==> src/rtl/sram_arb_pkg.sv <==
// Shared types and widths for the two-port SRAM arbiter.
package sram_arb_pkg;

  localparam int unsigned NUM_PORTS  = 2;
  localparam int unsigned MEM_ADDR_W = 16;
  localparam int unsigned MEM_DATA_W = 8;
  localparam int unsigned WAIT_CNT_W = 3;

  typedef enum logic [1:0] {
    IDLE,
    SETUP,
    STROBE,
    HOLD
  } state_t;

  typedef struct packed {
    logic                  we;
    logic [MEM_ADDR_W-1:0] addr;
    logic [MEM_DATA_W-1:0] wdata;
  } mem_req_t;

endpackage

==> src/rtl/rr_arb2.sv <==
// Two-input round-robin picker: combinational grant, one flop of history.
module rr_arb2
  import sram_arb_pkg::*;
(
  input  logic                 clk,
  input  logic                 reset,
  input  logic [NUM_PORTS-1:0] req,
  input  logic                 upd,
  input  logic                 upd_idx,
  output logic [NUM_PORTS-1:0] gnt_c
);

  logic last_q;

  // Lone requester wins outright; on a tie the port not granted last wins
  always_comb begin
    gnt_c = req;
    if (req == 2'b11) begin
      gnt_c = last_q ? 2'b01 : 2'b10;
    end
  end

  // Last-grant pointer; starts at 1 so port 0 takes the first tie
  always_ff @(posedge clk) begin
    if (reset) begin
      last_q <= 1'b1;
    end else if (upd) begin
      last_q <= upd_idx;
    end
  end

endmodule

==> src/rtl/sram_arbiter.sv <==
// Two-port arbiter and strobe sequencer for a 64K x 8 asynchronous SRAM.
module sram_arbiter
  import sram_arb_pkg::*;
#(
  parameter int unsigned WAIT_STATES = 1,
  parameter int unsigned ADDR_W      = 16,
  parameter int unsigned DATA_W      = 8
) (
  input  logic              clk,
  input  logic              reset,
  input  logic              req0,
  input  logic              we0,
  input  logic [ADDR_W-1:0] addr0,
  input  logic [DATA_W-1:0] wdata0,
  output logic              gnt0,
  output logic              done0,
  input  logic              req1,
  input  logic              we1,
  input  logic [ADDR_W-1:0] addr1,
  input  logic [DATA_W-1:0] wdata1,
  output logic              gnt1,
  output logic              done1,
  output logic [DATA_W-1:0] rdata,
  output logic [ADDR_W-1:0] ram_addr,
  output logic [DATA_W-1:0] ram_dout,
  output logic              ram_dout_en,
  input  logic [DATA_W-1:0] ram_din,
  output logic              ram_cs_n,
  output logic              ram_we_n,
  output logic              ram_oe_n
);

  state_t                state_q, state_d;
  logic [WAIT_CNT_W-1:0] cnt_q, cnt_d;
  logic                  we_q, we_d;
  logic                  owner_q, owner_d;
  logic [NUM_PORTS-1:0]  gnt_q, gnt_d, done_q, done_d, arb_gnt_c;
  logic [ADDR_W-1:0]     addr_d;
  logic [DATA_W-1:0]     dout_d, rdata_d;
  logic                  cs_n_d, we_n_d, oe_n_d, dout_en_d, arb_upd;
  mem_req_t              sel_c;

  rr_arb2 u_arb (
    .clk     (clk),
    .reset   (reset),
    .req     ({req1, req0}),
    .upd     (arb_upd),
    .upd_idx (owner_q),
    .gnt_c   (arb_gnt_c)
  );

  // Request fields of the port the picker currently favours
  always_comb begin
    if (arb_gnt_c[1]) begin
      sel_c = '{we: we1, addr: MEM_ADDR_W'(addr1), wdata: MEM_DATA_W'(wdata1)};
    end else begin
      sel_c = '{we: we0, addr: MEM_ADDR_W'(addr0), wdata: MEM_DATA_W'(wdata0)};
    end
  end

  // Next state plus next value of every output flop; strobes default inactive
  always_comb begin
    state_d   = state_q;
    cnt_d     = cnt_q;
    we_d      = we_q;
    owner_d   = owner_q;
    gnt_d     = gnt_q;
    addr_d    = ram_addr;
    dout_d    = ram_dout;
    rdata_d   = rdata;
    done_d    = '0;
    cs_n_d    = 1'b1;
    we_n_d    = 1'b1;
    oe_n_d    = 1'b1;
    dout_en_d = 1'b0;
    arb_upd   = 1'b0;
    case (state_q)
      IDLE: begin
        gnt_d = '0;
        if (|arb_gnt_c) begin
          state_d   = SETUP;
          owner_d   = arb_gnt_c[1];
          gnt_d     = arb_gnt_c;
          we_d      = sel_c.we;
          addr_d    = ADDR_W'(sel_c.addr);
          dout_d    = DATA_W'(sel_c.wdata);
          cnt_d     = WAIT_CNT_W'(WAIT_STATES);
          cs_n_d    = 1'b0;
          dout_en_d = sel_c.we;
          oe_n_d    = sel_c.we;
        end
      end
      SETUP: begin
        state_d   = STROBE;
        cs_n_d    = 1'b0;
        dout_en_d = we_q;
        we_n_d    = !we_q;
        oe_n_d    = we_q;
      end
      STROBE: begin
        cs_n_d    = 1'b0;
        dout_en_d = we_q;
        if (cnt_q == '0) begin
          // Last strobe cycle: release strobes, capture read data, flag completion
          state_d = HOLD;
          done_d  = gnt_q;
          if (!we_q) begin
            rdata_d = ram_din;
          end
        end else begin
          cnt_d  = cnt_q - WAIT_CNT_W'(1);
          we_n_d = !we_q;
          oe_n_d = we_q;
        end
      end
      HOLD: begin
        state_d = IDLE;
        gnt_d   = '0;
        arb_upd = 1'b1;
      end
      default: state_d = IDLE;
    endcase
  end

  // State and output registers
  always_ff @(posedge clk) begin
    if (reset) begin
      state_q     <= IDLE;
      cnt_q       <= '0;
      we_q        <= 1'b0;
      owner_q     <= 1'b0;
      gnt_q       <= '0;
      done_q      <= '0;
      ram_addr    <= '0;
      ram_dout    <= '0;
      rdata       <= '0;
      ram_cs_n    <= 1'b1;
      ram_we_n    <= 1'b1;
      ram_oe_n    <= 1'b1;
      ram_dout_en <= 1'b0;
    end else begin
      state_q     <= state_d;
      cnt_q       <= cnt_d;
      we_q        <= we_d;
      owner_q     <= owner_d;
      gnt_q       <= gnt_d;
      done_q      <= done_d;
      ram_addr    <= addr_d;
      ram_dout    <= dout_d;
      rdata       <= rdata_d;
      ram_cs_n    <= cs_n_d;
      ram_we_n    <= we_n_d;
      ram_oe_n    <= oe_n_d;
      ram_dout_en <= dout_en_d;
    end
  end

  assign gnt0  = gnt_q[0];
  assign gnt1  = gnt_q[1];
  assign done0 = done_q[0];
  assign done1 = done_q[1];

  // Never read and write at once; never drive the pin while the SRAM drives it
  assert property (@(posedge clk) disable iff (reset) !(!ram_we_n && !ram_oe_n));
  assert property (@(posedge clk) disable iff (reset) ram_dout_en |-> ram_oe_n);

endmodule

==> config.mk <==
export PLATFORM = sky130hd
export DESIGN_NAME = sram_arbiter
export DESIGN_NICKNAME = d
export VERILOG_FILES = /design/src/rtl/sram_arb_pkg.sv /design/src/rtl/rr_arb2.sv /design/src/rtl/sram_arbiter.sv
export SDC_FILE = /design/constraint.sdc
export NUM_CORES = 1
export LEC_CHECK = 0
export CAP_MARGIN = 20
export CORE_UTILIZATION = 37
export DETAILED_ROUTE_END_ITERATION = 12
export GPL_ROUTABILITY_DRIVEN = 0
export PLACE_DENSITY_LB_ADDON = 0.25
export RECOVER_POWER = 100
export SYNTH_ARGS = -nofsm -noshare
export SYNTH_HDL_FRONTEND = slang
export SYNTH_SLANG_ARGS = --single-unit
==> constraint.sdc <==
create_clock -name clk -period 1.9 [get_ports clk]
set_clock_uncertainty 0.2 [all_clocks]
set_input_delay 0.38 -clock clk [delete_from_list [all_inputs] [get_ports clk]]
set_output_delay 0.38 -clock clk [all_outputs]
set_load 0.005 [all_outputs]
## After elaboration in Yosys (flattened, before gate mapping)

Index checks and enable logic that the tools add are counted.

| word-level totals | value |
|---|---|
| register bits after elaboration | 48 |

| cells by class | value |
|---|---|
| reduce and logical (&&, ||, !) cells | 12 |
| multiplexer cells | 21 |
| eq/ne operators | 7 |
| $add $sub $neg | 1 |
| bitwise logic cells | 3 |

Operators with widths:

| operator | count |
|---|---|
| 25-bit 2-to-1 mux | 1 |
| 2-bit 2-to-1 mux | 5 |
| 2-bit one-hot mux with 4 select lines | 1 |
| 2-bit == test, second input constant | 3 |
| 1-bit 2-to-1 mux | 6 |
| 3-bit 2-to-1 mux | 2 |
| 2-bit != test, second input constant | 3 |
| 1-bit one-hot mux with 2 select lines | 3 |
| 3-bit one-hot mux with 2 select lines | 1 |
| 3-bit AND reduction | 2 |
| 2-bit one-hot mux with 2 select lines | 1 |
| 2-bit AND reduction | 2 |
| 2-bit nonzero test | 2 |
| 2-bit OR reduction | 2 |
| 3-bit logical NOT | 1 |
| 1-bit inverter | 3 |
| 1-bit one-hot mux with 3 select lines | 1 |
| 3-bit OR reduction | 1 |
| 3-bit by 1-bit subtractor with 3-bit output, second input constant | 1 |
| 2-bit by 1-bit == test with 1-bit output, second input constant | 1 |
| 2-bit logical NOT | 1 |
| 1-bit logical NOT | 1 |

## Longest topological paths before layout

| logic depth | value |
|---|---|
| depth in word-level cells | 5 |
| mapped depth | 8 |
| mapped depth without buffers | 6 |

## Hierarchy

From an unflattened synthesis, not the netlist that was laid out.

| unflattened totals | value |
|---|---|
| cell total of the unflattened synthesis | 228 |
| area total of the unflattened synthesis | 2299.7 um^2 |

Modules (own cells, without submodules):

| module | cells each | area an instance (um^2) | times used | seq. area each (um^2) |
|---|---|---|---|---|
| sram_arbiter | 221 | 2240.9 | 1 | 940.9 |
| rr_arb2 | 7 | 58.8 | 1 | 20.0 |

## Worst setup path before layout

Ideal clock, no wire load.

| path | value |
|---|---|
| path kind | register -> register |
| start point | reg state_q[0] |
| end point | reg ram_oe_n |
| arrival | 1471 ps |
| buffers on the path | 1 |
| path slack | 110 ps |
| stages on the path, launching flop included | 7 |
| library setup time | 120 ps |
| clock period less this slack | 1790 ps |
| cells stage by stage | dfxtp_1 inv_1 ha_1 buf_2 nor3b_1 or3_1 a211o_1 |

| between the ends | value |
|---|---|
| word-level cells in the longest chain between the ends | 2 |
| elaborated cells on any way between the ends | 4 |
| those cells by class | eq/ne: 2; mux: 1; reduce/logical: 1 |

RTL lines:

| element | RTL line | text |
|---|---|---|
| start, declared | sram_arbiter.sv:33 | `state_t state_q, state_d;` |
| start signal, assigned | sram_arbiter.sv:142 | `state_q <= state_d;` |
| 2-bit == test, or another cell as far along | sram_arbiter.sv:77 | `case (state_q)` |
| 1-bit one-hot mux with 3 select lines * | sram_arbiter.sv:77 |  |
| end signal, assigned | sram_arbiter.sv:153 | `ram_oe_n <= oe_n_d;` |
| end, declared | sram_arbiter.sv:30 | `output logic ram_oe_n` |

Every way passes the cells marked *; elsewhere a longest branch is shown, timed or not.
A chain may end at the register's enable or synchronous reset.

## Final worst setup path

| path | value |
|---|---|
| start point | reg ram_dout[2] |
| end point | out ram_dout[2] |

RTL lines:

| element | RTL line | text |
|---|---|---|
| start, declared | sram_arbiter.sv:25 | `output logic [DATA_W-1:0] ram_dout,` |
| start signal, assigned | sram_arbiter.sv:149 | `ram_dout <= dout_d;` |

No word-level cell between the ends.

==> reports/qor.csv <==
metric,value,unit
syn_nets,321,
setup.reg_to_reg.worst_slack,120,ps
worstSetupPathType,flip-flop to primary output,
reg2regPathDepth,6,
gate_count_of_the_mapped_netlist,252,
fp.dieH,79.5,um
grt_pass1_vias,2018,
syn_avg_cell_area,8.82,um^2
max_clock_freq,550,MHz
crit_path_max_incr_delay,590,ps
finalHoldViolations,0,
post_synth_num_cell_types,36,
clockRootBuffer,sky130_fd_sc_hd__clkbuf_8,
port_buffers,101,
routed_via_count_divided_by_cell_count,5.07,
finalNetCount,430,
seq_area_frac_synth,0.432,
setup_viol,0,
tightestPinTransition,404,ps
final_min_period_over_clock_period,0.957,
fin_crit,1820,ps
wire_length_per_cell_after_detailed_routing,13.9,um
cp_max_fo,2,
detail_route.drc_violations,0,
layout-drive-gt1-share,0.138,
grt_pass1_wl,9520,um
place_hpwl,4330,um
cts_made_buffers,5,
clock_tree_from_tritoncts,done,
stdcell_count,434,
number_of_antenna_violations_at_the_first_check_in_global_routing,0,
power_density,1190,mW/mm^2
worstHoldPathType,input pin to flip-flop,
die_area,0.00632,mm^2
timing.critical_path.cells,dlygate4sd3_1,
clock_tree.buffer_depth,2,
worst_ep_arrival_time,1240,ps
async_flop_share,0,
cts.sink_count,48,
dp_slack,-238,ps
synth-edff-count,0,
mostFrequentLayoutCell,sky130_fd_sc_hd__nand2_1,
crit_family,buffers and inverters,
grt_start_max_net_pins,47,
antenna_left,0,
critPathRequiredTime,1320,ps
worst_r2r_startpoint,state_q[1],
syn_to_final_growth,56.9,%
ir_drop,0.594,mV
run_status,"finished, final reports clean",
setup_ws,82.6,ps
number_of_placed_instances_taps_included,426,
layout.cells.most_common_list,"sky130_fd_sc_hd__nand2_1 (63), sky130_fd_sc_hd__clkdlybuf4s50_1 (62), sky130_fd_sc_hd__dfxtp_1 (47), sky130_fd_sc_hd__dlygate4sd3_1 (38), sky130_fd_sc_hd__nor2_1 (33)",
timing.critical_path.from_type,flip-flop,
post_cts_hold_buffer_count,0,
setup.worst_path.end_class,primary output,
gr-total-overflow,0,
cellLeakagePower,0.00141,uW
design.portCount,102,
critical_path.n_buffers_inverters,1,
synth_warnings,0,
whs,140,ps
critPathCapture,ram_dout[2],
drt_iter0_markers,93,
ctsResizeCount,0,
cts.clk_slew.worst_paths,100,ps
cp-startpoint,ram_dout[2],
globalRouteTotalUtil,0.191,
detailroute.via_count,2199,
grt_setup_unrepaired,no,
start_util,0.394,
antenna_cells_inserted,0,
cts.htree.levels,2,
r2r_end,cnt_q[2],
synth-main-ff-cell,sky130_fd_sc_hd__dfxtp_1,
yosys_register_bits,48,
length_of_the_first_detailed_routing_pass_in_iterations,4,
max_cap_violations,0,
postCtsSetupRepairBufs,0,
slew_violations,0,
finalWirelength,6020,um
critical_path_cell_count,1,
row_count,27,
chipWidth,79.5,um
max-slew-margin-rel,0.730,
timing.critical_path.slowest_stage_cell,sky130_fd_sc_hd__dlygate4sd3_1,
cell_area_after_synthesis,0.00222,mm^2
clock_latency_on_the_worst_skew_pair,310,ps
coreArea,0.00564,mm^2
[power breakdown]
part | switching (uW) | leakage (uW) | internal [uW]
clock network | 376 | 0.0000548 | 397
logic | 896 | 0.000958 | 988
registers | 164 | 0.000396 | 1320
total | 1440 | 0.00141 | 2710
[layer usage]
| metal | wire length, um | up-vias | global-route usage |
|---|---|---|---|
| li1 | - | 1101 | - |
| met1 | 2680 | 1018 | 0.245 |
| met2 | 2850 | 67 | 0.309 |
| met3 | 365 | 13 | 0.0434 |
| met4 | 116 | 0 | 0.0764 |
| met5 | 0 | - | 0 |
[stage by stage]
step | util | total power, uW | TNS (ps) | area [um^2]
floorplan | - | 2570 | 0 | 2220
global placement | 0.601 | 3530 | -3690 | 3390
detailed placement | 0.601 | 3570 | -4480 | 3390
CTS | 0.622 | 4350 | 0 | 3510
global route | 0.618 | 4460 | 0 | 3490
finish | 0.618 | 4140 | 0 | 3490
[kinds of logic after synthesis]
group           Yosys count  synth area share
flops                    48             0.432
fa+ha+maj                 7            0.0394
buf+inv                  23            0.0586
xor+xnor                  1           0.00394
compound gates           60             0.249
mux                       2           0.00957
simple gates            111             0.207
[cells in the mapped netlist (all sizes together), types with 3 or more instances]
library cell / n / area, um^2
a21oi: 11 / 55.1
a311oi: 24 / 323
buf: 13 / 92.6
clkbuf: 6 / 22.5
dfxtp: 48 / 961
ha: 7 / 87.6
inv: 4 / 15.0
nand2: 63 / 236
nor2: 34 / 128
nor3b: 3 / 22.5
o21ai: 13 / 65.1
[registers in the layout, indices dropped and copies added (netlist names), 2 cells and up]
signal	cells
ram_addr	16
ram_dout	8
rdata	8
cnt_q	3
done_q	2
gnt_q	2
state_q	2
[area by class of cell]
class / instances / area [um^2]
flip-flops and latches: 48 / 962
inverters: 4 / 15.0
repair buffers: 121 / 1160
clock inverters: 3 / 46.3
multi-input cells: 181 / 1140
well taps: 72 / 90.1
fillers: 487 / 2150
clock buffers: 5 / 68.8
[worst min path at each step]
| stage | from | to | slack (ps) | depth (start not counted) |
|---|---|---|---|---|
| finish | reset | ram_cs_n | 140 | 2 |
| global route | reset | ram_cs_n | 140 | 2 |
| CTS | reset | ram_cs_n | 130 | 2 |
| detailed placement | owner_q | u_arb.last_q | 260 | 1 |
| global placement | owner_q | u_arb.last_q | 260 | 1 |
| floorplan | owner_q | u_arb.last_q | 240 | 1 |
Power figures use the tool's default switching activity.
